$ cat config.mk
export PLATFORM = sky130hd
export DESIGN_NAME = gb_mbc1
export DESIGN_NICKNAME = d
export VERILOG_FILES = /design/src/rtl/gb_mbc1.sv
export SDC_FILE = /design/constraint.sdc
export NUM_CORES = 1
export LEC_CHECK = 0
export BUFFER_PORTS_ARGS = -buffer_cell sky130_fd_sc_hd__buf_4
export CAP_MARGIN = 20
export CORE_ASPECT_RATIO = 1.4
export CORE_MARGIN = 1
export CORE_UTILIZATION = 32
export CTS_CLUSTER_DIAMETER = 150
export DETAILED_ROUTE_END_ITERATION = 8
export PLACE_DENSITY = 0.59
export SLEW_MARGIN = 40
export SYNTH_ARGS = -nofsm -noshare
export SYNTH_HDL_FRONTEND = slang
export SYNTH_SLANG_ARGS = --single-unit
$ cat constraint.sdc
create_clock -name clk -period 2.04 [get_ports clk]
set_input_delay 0.51 -clock clk [delete_from_list [all_inputs] [get_ports clk]]
set_output_delay 0.51 -clock clk [all_outputs]
set_load 0.01 [all_outputs]
$ cat src/rtl/gb_mbc1.sv
// gb_mbc1: MBC1 memory bank controller on the Game Boy cartridge bus.
// Decodes cartridge cycles and keeps the MBC1 banking registers.
// Each ROM or RAM access goes to the backing store through a req/ready
// handshake. One cartridge write edge that arrives while a store request
// is in flight is held and serviced when the controller returns to idle.
module gb_mbc1 #(
  parameter int ROM_AW = 21,
  parameter int RAM_AW = 15
) (
  input  logic              clk,
  input  logic              reset,
  input  logic [15:0]       i_cart_addr,
  input  logic              i_cart_rd,
  input  logic              i_cart_wr,
  input  logic [7:0]        i_cart_di,
  output logic [7:0]        o_cart_do,
  input  logic [6:0]        i_rom_mask,
  input  logic [1:0]        i_ram_mask,
  input  logic              i_ram_present,
  output logic [ROM_AW-1:0] o_mem_addr,
  output logic              o_mem_ram,
  output logic              o_mem_rd,
  output logic              o_mem_wr,
  output logic [7:0]        o_mem_dout,
  input  logic [7:0]        i_mem_din,
  input  logic              i_mem_ready,
  output logic              o_busy
);

  typedef enum logic [1:0] {
    ST_IDLE    = 2'd0,
    ST_RD_WAIT = 2'd1,
    ST_WR_WAIT = 2'd2
  } state_t;

  // Full 21-bit ROM byte address for a CPU address and the current banking state.
  function automatic logic [20:0] f_rom_addr(
    input logic [15:0] addr,
    input logic [4:0]  bank1,
    input logic [1:0]  bank2,
    input logic        mode,
    input logic [6:0]  mask
  );
    logic [6:0] bank;
    if (addr[14]) begin
      bank = {bank2, bank1};
    end else if (mode) begin
      bank = {bank2, 5'b00000};
    end else begin
      bank = 7'd0;
    end
    return {bank & mask, addr[13:0]};
  endfunction

  // Full 15-bit cart RAM byte address for an A000-BFFF access.
  function automatic logic [14:0] f_ram_addr(
    input logic [12:0] addr,
    input logic [1:0]  bank2,
    input logic        mode,
    input logic [1:0]  mask
  );
    logic [1:0] rbank;
    rbank = (mode ? bank2 : 2'b00) & mask;
    return {rbank, addr};
  endfunction

  // Registers
  state_t              r_state;
  logic                r_ram_en;
  logic [4:0]          r_bank1;
  logic [1:0]          r_bank2;
  logic                r_mode;
  logic [7:0]          r_cart_do;
  logic                r_mem_rd;
  logic                r_mem_wr;
  logic [ROM_AW-1:0]   r_mem_addr;
  logic                r_mem_ram;
  logic [7:0]          r_mem_dout;
  logic                r_busy;
  logic [15:0]         r_last_addr;
  logic                r_last_valid;
  logic                r_wr_prev;
  logic                r_pend;
  logic [15:0]         r_pend_addr;
  logic [7:0]          r_pend_data;

  // Next-state values
  state_t              w_state_nxt;
  logic                w_ram_en_nxt;
  logic [4:0]          w_bank1_nxt;
  logic [1:0]          w_bank2_nxt;
  logic                w_mode_nxt;
  logic [7:0]          w_cart_do_nxt;
  logic                w_mem_rd_nxt;
  logic                w_mem_wr_nxt;
  logic [ROM_AW-1:0]   w_mem_addr_nxt;
  logic                w_mem_ram_nxt;
  logic [7:0]          w_mem_dout_nxt;
  logic [15:0]         w_last_addr_nxt;
  logic                w_last_valid_nxt;
  logic                w_pend_nxt;
  logic [15:0]         w_pend_addr_nxt;
  logic [7:0]          w_pend_data_nxt;

  // Decode helpers
  logic                w_wr_edge;
  logic                w_ram_on;
  logic                w_svc;
  logic [15:0]         w_svc_addr;
  logic [7:0]          w_svc_data;
  logic                w_svc_is_ram;
  logic                w_rd_new;
  logic                w_rd_is_ram;
  logic                w_pend_take;
  logic [ROM_AW-1:0]   w_rom_addr_rd;
  logic [ROM_AW-1:0]   w_ram_addr_rd;
  logic [ROM_AW-1:0]   w_ram_addr_svc;

  assign w_wr_edge    = i_cart_wr & ~r_wr_prev;
  assign w_ram_on     = r_ram_en & i_ram_present;
  // A held write takes priority over a fresh edge; the fresh edge is then held.
  assign w_svc        = r_pend | w_wr_edge;
  assign w_svc_addr   = r_pend ? r_pend_addr : i_cart_addr;
  assign w_svc_data   = r_pend ? r_pend_data : i_cart_di;
  assign w_svc_is_ram = (w_svc_addr[15:13] == 3'b101);
  assign w_rd_is_ram  = (i_cart_addr[15:13] == 3'b101);
  assign w_rd_new     = i_cart_rd & (~r_last_valid | (i_cart_addr != r_last_addr));
  assign w_pend_take  = w_wr_edge & ~r_pend;

  assign w_rom_addr_rd  = ROM_AW'(f_rom_addr(i_cart_addr, r_bank1, r_bank2, r_mode, i_rom_mask));
  assign w_ram_addr_rd  = ROM_AW'(RAM_AW'(f_ram_addr(i_cart_addr[12:0], r_bank2, r_mode, i_ram_mask)));
  assign w_ram_addr_svc = ROM_AW'(RAM_AW'(f_ram_addr(w_svc_addr[12:0], r_bank2, r_mode, i_ram_mask)));

  // Next-state and next-output logic for the request FSM and banking registers.
  always_comb begin
    w_state_nxt      = r_state;
    w_ram_en_nxt     = r_ram_en;
    w_bank1_nxt      = r_bank1;
    w_bank2_nxt      = r_bank2;
    w_mode_nxt       = r_mode;
    w_cart_do_nxt    = r_cart_do;
    w_mem_rd_nxt     = r_mem_rd;
    w_mem_wr_nxt     = r_mem_wr;
    w_mem_addr_nxt   = r_mem_addr;
    w_mem_ram_nxt    = r_mem_ram;
    w_mem_dout_nxt   = r_mem_dout;
    w_last_addr_nxt  = r_last_addr;
    w_last_valid_nxt = r_last_valid;
    w_pend_nxt       = r_pend;
    w_pend_addr_nxt  = r_pend_addr;
    w_pend_data_nxt  = r_pend_data;

    case (r_state)
      ST_IDLE: begin
        if (w_svc) begin
          if (r_pend) begin
            w_pend_nxt      = w_wr_edge;
            w_pend_addr_nxt = i_cart_addr;
            w_pend_data_nxt = i_cart_di;
          end else begin
            w_pend_nxt = 1'b0;
          end
          if (!w_svc_addr[15]) begin
            // Banking register write; forces the next read to re-fetch.
            w_last_valid_nxt = 1'b0;
            case (w_svc_addr[14:13])
              2'b00:   w_ram_en_nxt = (w_svc_data[3:0] == 4'hA);
              2'b01:   w_bank1_nxt  = (w_svc_data[4:0] == 5'd0) ? 5'd1 : w_svc_data[4:0];
              2'b10:   w_bank2_nxt  = w_svc_data[1:0];
              2'b11:   w_mode_nxt   = w_svc_data[0];
              default: w_mode_nxt   = r_mode;
            endcase
          end else if (w_svc_is_ram && w_ram_on) begin
            w_state_nxt    = ST_WR_WAIT;
            w_mem_wr_nxt   = 1'b1;
            w_mem_ram_nxt  = 1'b1;
            w_mem_addr_nxt = w_ram_addr_svc;
            w_mem_dout_nxt = w_svc_data;
          end else begin
            w_state_nxt = ST_IDLE;
          end
        end else if (w_rd_new) begin
          if (!i_cart_addr[15]) begin
            w_state_nxt     = ST_RD_WAIT;
            w_mem_rd_nxt    = 1'b1;
            w_mem_ram_nxt   = 1'b0;
            w_mem_addr_nxt  = w_rom_addr_rd;
            w_last_addr_nxt = i_cart_addr;
          end else if (w_rd_is_ram && w_ram_on) begin
            w_state_nxt     = ST_RD_WAIT;
            w_mem_rd_nxt    = 1'b1;
            w_mem_ram_nxt   = 1'b1;
            w_mem_addr_nxt  = w_ram_addr_rd;
            w_last_addr_nxt = i_cart_addr;
          end else if (w_rd_is_ram) begin
            // Disabled RAM reads back as open bus without touching the store.
            w_cart_do_nxt    = 8'hFF;
            w_last_addr_nxt  = i_cart_addr;
            w_last_valid_nxt = 1'b1;
          end else begin
            w_state_nxt = ST_IDLE;
          end
        end else begin
          w_state_nxt = ST_IDLE;
        end
      end

      ST_RD_WAIT: begin
        if (w_pend_take) begin
          w_pend_nxt      = 1'b1;
          w_pend_addr_nxt = i_cart_addr;
          w_pend_data_nxt = i_cart_di;
        end else begin
          w_pend_nxt = r_pend;
        end
        if (i_mem_ready) begin
          w_cart_do_nxt    = i_mem_din;
          w_mem_rd_nxt     = 1'b0;
          w_last_valid_nxt = 1'b1;
          w_state_nxt      = ST_IDLE;
        end else begin
          w_mem_rd_nxt = 1'b1;
        end
      end

      ST_WR_WAIT: begin
        if (w_pend_take) begin
          w_pend_nxt      = 1'b1;
          w_pend_addr_nxt = i_cart_addr;
          w_pend_data_nxt = i_cart_di;
        end else begin
          w_pend_nxt = r_pend;
        end
        if (i_mem_ready) begin
          w_mem_wr_nxt     = 1'b0;
          w_last_valid_nxt = 1'b0;
          w_state_nxt      = ST_IDLE;
        end else begin
          w_mem_wr_nxt = 1'b1;
        end
      end

      default: begin
        w_state_nxt  = ST_IDLE;
        w_mem_rd_nxt = 1'b0;
        w_mem_wr_nxt = 1'b0;
      end
    endcase
  end

  // FSM state register.
  always_ff @(posedge clk) begin
    if (reset) begin
      r_state <= ST_IDLE;
    end else begin
      r_state <= w_state_nxt;
    end
  end

  // Banking registers, registered outputs and read/write tracking.
  always_ff @(posedge clk) begin
    r_wr_prev <= i_cart_wr;
    if (reset) begin
      r_ram_en     <= 1'b0;
      r_bank1      <= 5'd1;
      r_bank2      <= 2'd0;
      r_mode       <= 1'b0;
      r_cart_do    <= 8'hFF;
      r_mem_rd     <= 1'b0;
      r_mem_wr     <= 1'b0;
      r_mem_addr   <= '0;
      r_mem_ram    <= 1'b0;
      r_mem_dout   <= 8'h00;
      r_busy       <= 1'b0;
      r_last_addr  <= 16'hFFFF;
      r_last_valid <= 1'b0;
      r_pend       <= 1'b0;
      r_pend_addr  <= 16'h0000;
      r_pend_data  <= 8'h00;
    end else begin
      r_ram_en     <= w_ram_en_nxt;
      r_bank1      <= w_bank1_nxt;
      r_bank2      <= w_bank2_nxt;
      r_mode       <= w_mode_nxt;
      r_cart_do    <= w_cart_do_nxt;
      r_mem_rd     <= w_mem_rd_nxt;
      r_mem_wr     <= w_mem_wr_nxt;
      r_mem_addr   <= w_mem_addr_nxt;
      r_mem_ram    <= w_mem_ram_nxt;
      r_mem_dout   <= w_mem_dout_nxt;
      r_busy       <= (w_state_nxt != ST_IDLE);
      r_last_addr  <= w_last_addr_nxt;
      r_last_valid <= w_last_valid_nxt;
      r_pend       <= w_pend_nxt;
      r_pend_addr  <= w_pend_addr_nxt;
      r_pend_data  <= w_pend_data_nxt;
    end
  end

  assign o_cart_do  = r_cart_do;
  assign o_mem_addr = r_mem_addr;
  assign o_mem_ram  = r_mem_ram;
  assign o_mem_rd   = r_mem_rd;
  assign o_mem_wr   = r_mem_wr;
  assign o_mem_dout = r_mem_dout;
  assign o_busy     = r_busy;

endmodule

==> results of run 1 <==
## cells by family (layout without fill, tap and decap cells)
group,after synthesis,after routing,synth area share (%)
and+or+nand+nor,173,173,19.28
muxes,54,54,12.14
adders and majority gates,4,4,1.114
buffers and inverters,43,155,4.401
AOI/OAI and AO/OA,108,108,17.60
DFF,95,95,42.34
xor gates and xnor gates,16,16,3.120
## metal layers
metal | track usage (%) | part of all wire [%] | vias up
met3 | 2.505 | 3.6 | 17
li1 | - | - | 1959
met5 | 0 | 0 | -
met4 | 7.444 | 2.7 | 0
met2 | 31.26 | 54 | 78
met1 | 17.25 | 40 | 1852
## area by class of cell
cell class | instances | area, µm²
fillers | 1347 | 7513
multi-input cells | 355 | 2464
clock inverters | 7 | 61.31
repair buffers | 129 | 1079
clock buffers | 9 | 225.2
flip-flops and latches | 95 | 1906
inverters | 10 | 37.54
well taps | 182 | 227.7
## cells in the final DEF (no fill, tap or decap), types with 11 or more instances in the layout
cell type / n
dfxtp_1: 94
clkbuf_16: 11
buf_4: 121
a211oi_2: 14
nor2b_1: 11
nand4_1: 11
nor2_1: 69
nand2_1: 14
nor3_1: 27
o21ai_0: 21
nor2_2: 12
a21oi_1: 30
mux2i_1: 50
xnor2_1: 15
## power by group
group	total, mW	internal [mW]	switching [mW]	leakage [nW]
clock network	1.65	0.851	0.794	0.135
registers	1.95	1.91	0.0369	0.773
logic	0.550	0.272	0.278	1.57
total	4.14	3.03	1.11	2.48
## critical path: stages (launching register included)
cell and delay [ns]:
dfxtp_4 0.39, or3b_4 0.42, a221oi_4 0.23, o221ai_2 0.15, a21oi_4 0.23, buf_12 0.20
nor2_2 0.05, a211oi_2 0.19
## worst paths after layout
path | depth (start not counted) | endpoint | startpoint | slack [ns]
worst min register to register | 2 | o_mem_dout[0] | o_mem_dout[0] | 0.46
worst max register to register | 7 | o_mem_addr[2] | r_pend | 0.08
worst min-delay path | 1 | r_wr_prev | i_cart_wr | 0.29
worst max-delay path | 7 | o_mem_addr[2] | r_pend | 0.08
## sequential cells by signal, indices dropped and copies added, names as in the netlist
signal and flops:
r_state 2, r_wr_prev 1, r_last_valid 1, r_pend_data 8
o_mem_ram 1, r_bank1 5, r_pend_addr 16, r_last_addr 16
r_ram_en 1, r_pend 1, o_mem_wr 1, r_bank2 2
r_mode 1, o_busy 1, o_mem_dout 8, o_mem_rd 1
o_mem_addr 21, o_cart_do 8
## per-stage QoR
stage,std cells,hold slack (ns)
2_1_floorplan,493,0.4361
3_3_place_gp,767,0.4461
3_5_place_dp,767,0.4561
4_1_cts,783,0.2744
5_1_grt,787,0.2723
6_report,787,0.2866
## timing repair
item / in CTS / in global routing
setup buffers: 0 / 2
gates cloned: 0 / 2
setup endpoints to repair: 8 / 77
hold endpoints to repair: 0 / 0
pin swaps: 0 / 2
gates resized for setup: 1 / 9
==> results by group, run 1 <==
Timing
  • Final Hold Viols: 0
  • Sum of negative setup slack: 0 ns
  • Worst Max-Slew Pin Slew: 0.5630 ns
  • Final setup violation count: 0
  • Post-route clock skew: 0.01243 ns
  • PnR worst setup slack: 0.07613 ns
  • Final slew viol count: 0
  • Max Freq: 0.5092 GHz
  • Relative slew margins: 62.07%
  • Period utilization: 96.27%
  • Final Critical Period: 1.964 ns

Placement
  • Port buffer count: 87
  • Post-DP HPWL: 8.570 mm
  • DP Worst Slack: -0.2948 ns
  • GPL Wtd Cong: 0.8540
  • Placement Cell Area: 5589 µm²

Detailed routing
  • Via count: 3,906
  • TritonRoute pass-1 iters: 4
  • Final wirelength: 11.88 mm
  • Antenna-violating nets left: 0
  • DRC Markers: 0
  • Routed vias/inst: 4.963
  • DRT iter0 DRCs: 137
  • Routed len/inst: 15.09 µm

Global route
  • Initial antenna violation count: 0
  • GR Util All Layers: 16.42%
  • Largest net degree at the start of global routing: 93
  • Grt total ovfl: 0
  • First-pass GRT wire length: 18.27 mm
  • Vias in the first global route: 3,751

Pwr
  • Leak Pwr: 2.477 nW
  • PnR Total Power: 4.142 mW
  • Max VDD drop: 0.0004533 V
  • Power per cell area: 690.5 nW/µm²

Synth
  • #FFs+latches synth: 95
  • Synth Flop Type: dfxtp_1
  • Count leader, synth: dfxtp_1
  • Mapped Avg Cell Area: 9.111 µm²
  • Area contributors post-synth: dfxtp_1, mux2i_1, nor2_1
  • Yosys top cell area share: 42.34%
  • Post-synth top area cell: dfxtp_1
  • EDFF count, synth: 0
  • Post-synth net total: 544
  • Post-Synthesis Cells: 493
  • Commonest cells in the synthesized netlist: dfxtp_1, nor2_1, mux2i_1, a21oi_1, nor3_1
  • Synth Warn #: 0
  • Fraction of registers with async set or reset after synthesis: 0%
  • Count of different cell masters after synthesis: 56
  • Cell area after synthesis: 4492 µm²
  • Sequential share of the synthesized area: 42.34%

CTS
  • CTS Root Cell: clkbuf_16
  • Clock Sinks: 95
  • Post-CTS Hold Fix Bufs: 0
  • Clock Latency Late Sink: 0.35 ns
  • CTS tree: yes
  • Clock transition at the registers of the reported paths: 0.07 ns
  • # H-tree levels: 3
  • CTS Buf Count: 9
  • Clk buf depth: 2

Min path
  • Tightest Hold Check Type: in2reg

Floorplanning
  • # IOs: 88
  • # rows: 50
  • Die Wd: 102.1 µm
  • Initial core utilization: 33.24%
  • Die H: 142.2 µm
  • Core area: 13,510 µm²
  • Die footprint: 14,520 µm²

Worst setup path
  • WP data required: 2.30 ns
  • Critical Path Sink Type: register
  • Arr. time, crit path: 2.23 ns
  • CP max FO: 18
  • Setup Crit Path Kind: reg2reg
  • CP startpoint kind: register

Final layout
  • Share of layout cells above drive strength 1: 31.57%
  • N_diodes: 0
  • Layout area overhead: 33.57%
  • Post-Layout Inst Area: 6000 µm²
  • Post-Route Utilization: 44.40%
  • Nets: 651

Run
  • Max Cap Viol: 0

Status
  • Outcome: completed
No activity file was read; power rests on OpenSTA's default activity.
==> run 2: changes to the inputs <==
==> constraint.sdc (replaced) <==
create_clock -name clk -period 2.04 [get_ports clk]
set_input_delay 0.204 -clock clk [delete_from_list [all_inputs] [get_ports clk]]
set_output_delay 0.204 -clock clk [all_outputs]
set_load 0.01 [all_outputs]
==> run 2 against run 1 <==
Against the previous run: routed wire length fell by 0.97%; combinational power fell by 1%; total power rose by 4.0%; sequential share of layout area rose by 0.37 points; die area did not move; critical path depth did not move; via count fell by 2.2%; global-route usage rose by 0.060 points; critical path type unchanged; register-to-register slack improved by 0.03 ns.
==> results by group, run 2 (same netlist as run 1, synthesis figures left out) <==
Placement
  • Post-DP HPWL: 8.536 mm
  • GPL Wtd Cong: 0.8836
  • Placement Cell Area: 5502 µm²
  • Port buffer count: 87
  • Dpl cells: 757

Global route
  • Initial antenna violation count: 0
  • First-pass GRT wire length: 18.29 mm
  • Grt total ovfl: 0
  • GR Util All Layers: 16.48%
  • Vias in the first global route: 3,613
  • Largest net degree at the start of global routing: 71

Detailed routing
  • DRC Markers: 0
  • Via count: 3,822
  • TritonRoute pass-1 iters: 4
  • Routed vias/inst: 4.913
  • Routed len/inst: 15.12 µm
  • Antenna-violating nets left: 0
  • Final wirelength: 11.76 mm
  • DRT iter0 DRCs: 117

CTS
  • Clk buf depth: 2
  • Clock Sinks: 95
  • CTS tree: yes
  • CTS Root Cell: clkbuf_16
  • Clock Latency Late Sink: 0.34 ns
  • Clock transition at the registers of the reported paths: 0.07 ns
  • # H-tree levels: 3
  • CTS Buf Count: 9

Final layout
  • Commonest cells after routing, fill and taps aside: buf_4, dfxtp_1, nor2_1
  • Layout area overhead: 31.87%
  • Final Non-Filler Cells: 778
  • Max reg flops: 21
  • Share of layout cells above drive strength 1: 30.37%
  • Area of the multi-input gates: 2430 µm²
  • N_diodes: 0
  • # fillers: 1,372
  • Nets: 642
  • Commonest non-fill, non-tap cell in the layout: buf_4
  • Register Area: 1903 µm²
  • Post-Layout Inst Area: 5923 µm²

Timing
  • Worst Max-Slew Pin Slew: 0.5570 ns
  • Period utilization: 94.58%
  • Max Freq: 0.5183 GHz
  • Relative slew margins: 62.52%
  • RSZ-0062 raised after global routing: yes
  • Post-route clock skew: 0.005383 ns
  • Final setup violation count: 0
  • Final Hold Viols: 0
  • Hold Slack: 0.1054 ns
  • Final slew viol count: 0
  • Sum of negative setup slack: 0 ns
  • Final Critical Period: 1.929 ns

Worst setup path
  • Arr. time, crit path: 2.13 ns
  • WP data required: 2.25 ns
  • Setup Crit Path Kind: reg2reg
  • CP startpoint kind: register
  • Critical Path Sink Type: register
  • CP max FO: 12

Floorplanning
  • # rows: 50
  • Die H: 142.2 µm
  • # IOs: 88
  • Die footprint: 14,520 µm²
  • Core area: 13,510 µm²
  • Initial core utilization: 33.24%
  • Die Wd: 102.1 µm

Pwr
  • Max VDD drop: 0.0003317 V
  • Leak Pwr: 2.442 nW
  • Power per cell area: 727.6 nW/µm²

Status
  • Outcome: completed

Run
  • Max Cap Viol: 0

Min path
  • Tightest Hold Check Type: in2reg
[run 2: changes by cell type in the layout (fill, tap and decap cells not counted), sizes merged]
cell | previous run | this run
clkinvlp | 2 | 1
inv | 13 | 9
clkbuf | 11 | 13
dlygate4sd3 | 0 | 1
clkinv | 2 | 3
buf | 127 | 117
bufinv | 0 | 2
[run 2: final timing paths]
check / from / end / slack, ns / depth (start not counted)
worst max register to register: r_pend / o_mem_addr[14] / 0.11 / 7
worst min register to register: o_mem_dout[0] / o_mem_dout[0] / 0.46 / 2
worst min-delay path: i_cart_di[7] / r_pend_data[7] / 0.11 / 3
worst max-delay path: r_pend / o_mem_addr[14] / 0.11 / 7
[run 2: repair_timing]
item,in CTS,in global routing
hold endpoints to repair,1,0
resized for setup,0,7
hold buffers,1,0
setup buffers,0,2
endpoints found under the setup margin,0,35
[run 2: critical path, cell delays in order (launching register included)]
cell and delay [ns]:
dfxtp_2 0.36, or3b_4 0.40, a221oi_2 0.25, o221ai_2 0.14, a21oi_4 0.24, buf_4 0.17
clkbuf_16 0.15, a311oi_1 0.07
[run 2: layout make-up]
type,count,area share [%]
Clock buffer,11,4.098
Clock inverter,5,1.373
Inverter,10,0.6337
Multi-Input combinational cell,355,41.02
Sequential cell,95,32.13
Tap cell,182,3.845
Timing Repair Buffer,120,16.90
[run 2: per-layer routing]
layer	GRT usage [%]	up-vias	routed length (µm)
li1	-	1936	-
met1	19.00	1797	5005
met2	29.00	73	6116
met3	3.242	16	335
met4	7.218	0	302
met5	0	-	0
[run 2: stage by stage]
stage	total power [mW]	setup WS, ns	util [%]
finish	4.310	0.1105	43.83
global route	4.510	-0.01239	43.83
CTS	4.343	0.05302	43.19
detailed placement	2.514	0.06996	40.71
global placement	2.506	0.04885	40.71
floorplan	2.280	0.05108	-
[run 2: power breakdown]
| group | total, mW | internal, mW | switching (mW) | leakage [nW] |
|---|---|---|---|---|
| Sequential | 1.95 | 1.91 | 0.0375 | 0.772 |
| Combinational | 0.542 | 0.267 | 0.274 | 1.51 |
| Clock | 1.82 | 1.11 | 0.710 | 0.156 |
| Total | 4.31 | 3.29 | 1.02 | 2.44 |
==> run 3: changes to the inputs <==
BUFFER_PORTS_ARGS = -buffer_cell sky130_fd_sc_hd__buf_2   (was -buffer_cell sky130_fd_sc_hd__buf_4)
==> run 3 against run 2 <==
Against the previous run: design area decreased by 2.9%; sequential share of layout area increased by 1.0 points; via count increased by 1.8%; largest cell class unchanged.
==> results by group, run 3 (same netlist as run 1, synthesis figures left out) <==
Floorplanning
  • Die footprint: 14,520 µm²
  • Die Wd: 102.1 µm
  • Core area: 13,510 µm²
  • # IOs: 88
  • Die H: 142.2 µm
  • # rows: 50
  • Initial core utilization: 33.24%

Worst setup path
  • CP max FO: 15
  • Setup Crit Path Kind: reg2reg
  • Arr. time, crit path: 2.30 ns
  • WP data required: 2.30 ns
  • CP Cell Sequence: or3b_4, a221oi_4, o221ai_2, a21oi_4, buf_12, buf_4, nor2_2, a211oi_2
  • CP max stage cell: or3b_4
  • Worst path max stage delay: 0.40 ns
  • Critical Path Sink Type: register
  • CP startpoint kind: register

Global route
  • Largest net degree at the start of global routing: 50
  • GR Util All Layers: 16.24%
  • First-pass GRT wire length: 18.20 mm
  • Initial antenna violation count: 0
  • Grt total ovfl: 0
  • Vias in the first global route: 3,736

CTS
  • Clock Latency Late Sink: 0.34 ns
  • CTS Buf Count: 9
  • Clock Sinks: 95
  • # H-tree levels: 3
  • Clk buf depth: 2
  • Clock transition at the registers of the reported paths: 0.07 ns
  • CTS tree: yes
  • CTS Root Cell: clkbuf_16

Detailed routing
  • Routed vias/inst: 4.942
  • Routed len/inst: 14.97 µm
  • DRT iter0 DRCs: 166
  • Antenna-violating nets left: 0
  • DRC Markers: 0
  • TritonRoute pass-1 iters: 4
  • Via count: 3,889
  • Final wirelength: 11.78 mm

Placement
  • DP Worst Slack: 0.02084 ns
  • Post-DP HPWL: 8.595 mm
  • Port buffer count: 87
  • GPL Wtd Cong: 0.8726

Final layout
  • # fillers: 1,355
  • Layout area overhead: 28.05%
  • N_diodes: 0
  • Nets: 651
  • Commonest non-fill, non-tap cell in the layout: dfxtp_1
  • Max reg flops: 21
  • Share of layout cells above drive strength 1: 31.40%
  • Commonest cells after routing, fill and taps aside: dfxtp_1, buf_2, nor2_1

Pwr
  • Leak Pwr: 2.432 nW
  • Max VDD drop: 0.0003378 V
  • Power per cell area: 723.0 nW/µm²

Timing
  • RSZ-0062 raised after global routing: yes
  • Max Freq: 0.4911 GHz
  • PnR worst setup slack: 0.003645 ns
  • Relative slew margins: 65.96%
  • Final slew viol count: 0
  • Final setup violation count: 0
  • Period utilization: 99.82%
  • Post-route clock skew: 0.007933 ns
  • Worst Max-Slew Pin Slew: 0.5106 ns
  • Final Critical Period: 2.036 ns
  • Final Hold Viols: 0
  • Hold Slack: 0.1128 ns

Min path
  • Tightest Hold Check Type: in2reg

Status
  • Outcome: completed

Run
  • Max Cap Viol: 0
==> run 3: final cells by class <==
class | count | area (µm²) | share of cell area [%]
multi-input combinational | 355 | 2439 | 42.40
sequential | 95 | 1906 | 33.13
timing repair buffer | 129 | 839.6 | 14.60
clock buffer | 11 | 242.7 | 4.220
tap | 182 | 227.7 | 3.959
clock inverter | 5 | 56.30 | 0.9789
inverter | 10 | 41.29 | 0.7179
==> run 3: per-stage QoR <==
step / area (µm²) / power [mW] / util [%] / setup TNS (ns) / instances
after floorplan: 4498 / 2.280 / - / 0 / 493
after detailed placement: 5296 / 2.474 / 39.19 / 0 / 760
final: 5752 / 4.159 / 42.56 / 0 / 787
after global routing: 5752 / 4.338 / 42.56 / -0.3308 / 787
after global placement: 5296 / 2.465 / 39.19 / 0 / 760
after CTS: 5605 / 4.187 / 41.48 / 0 / 777
==> run 3: critical path, delay by kind of cell (launching register included) <==
| kind | cells | cell delay [ns] |
|---|---|---|
| DFF | 1 | 0.37 |
| AOI/OAI and AO/OA | 4 | 0.84 |
| buffers and inverters | 2 | 0.31 |
| and+or+nand+nor | 2 | 0.43 |
==> run 3: repair_timing <==
item,CTS,global route
endpoints found under the setup margin,0,56
setup buffers,0,9
hold buffers,1,0
resized for setup,0,11
endpoints found under the hold margin,1,0
==> run 3: path summary, 6_finish.rpt <==
kind / startpoint / endpoint / slack [ns] / cells after the start
setup / recovery: r_pend / o_mem_addr[5] / 0.004 / 8
hold / removal: i_rom_mask[1] / o_mem_addr[15] / 0.11 / 3
setup reg to reg: r_pend / o_mem_addr[5] / 0.004 / 8
hold reg to reg: o_mem_dout[0] / o_mem_dout[0] / 0.45 / 2
==> run 3: report_power, final <==
| part | switching [mW] | total, mW | internal, mW | leakage [nW] |
|---|---|---|---|---|
| logic | 0.278 | 0.514 | 0.236 | 1.51 |
| clock network | 0.713 | 1.70 | 0.984 | 0.146 |
| registers | 0.0359 | 1.95 | 1.91 | 0.773 |
==> run 3: per-layer routing <==
layer	vias to the layer above	track usage, %	share of wire (%)
li1	1963	-	-
met4	0	6.842	1.8
met2	68	30.63	53
met1	1846	17.44	42
met5	-	0	0
met3	12	2.603	3.1
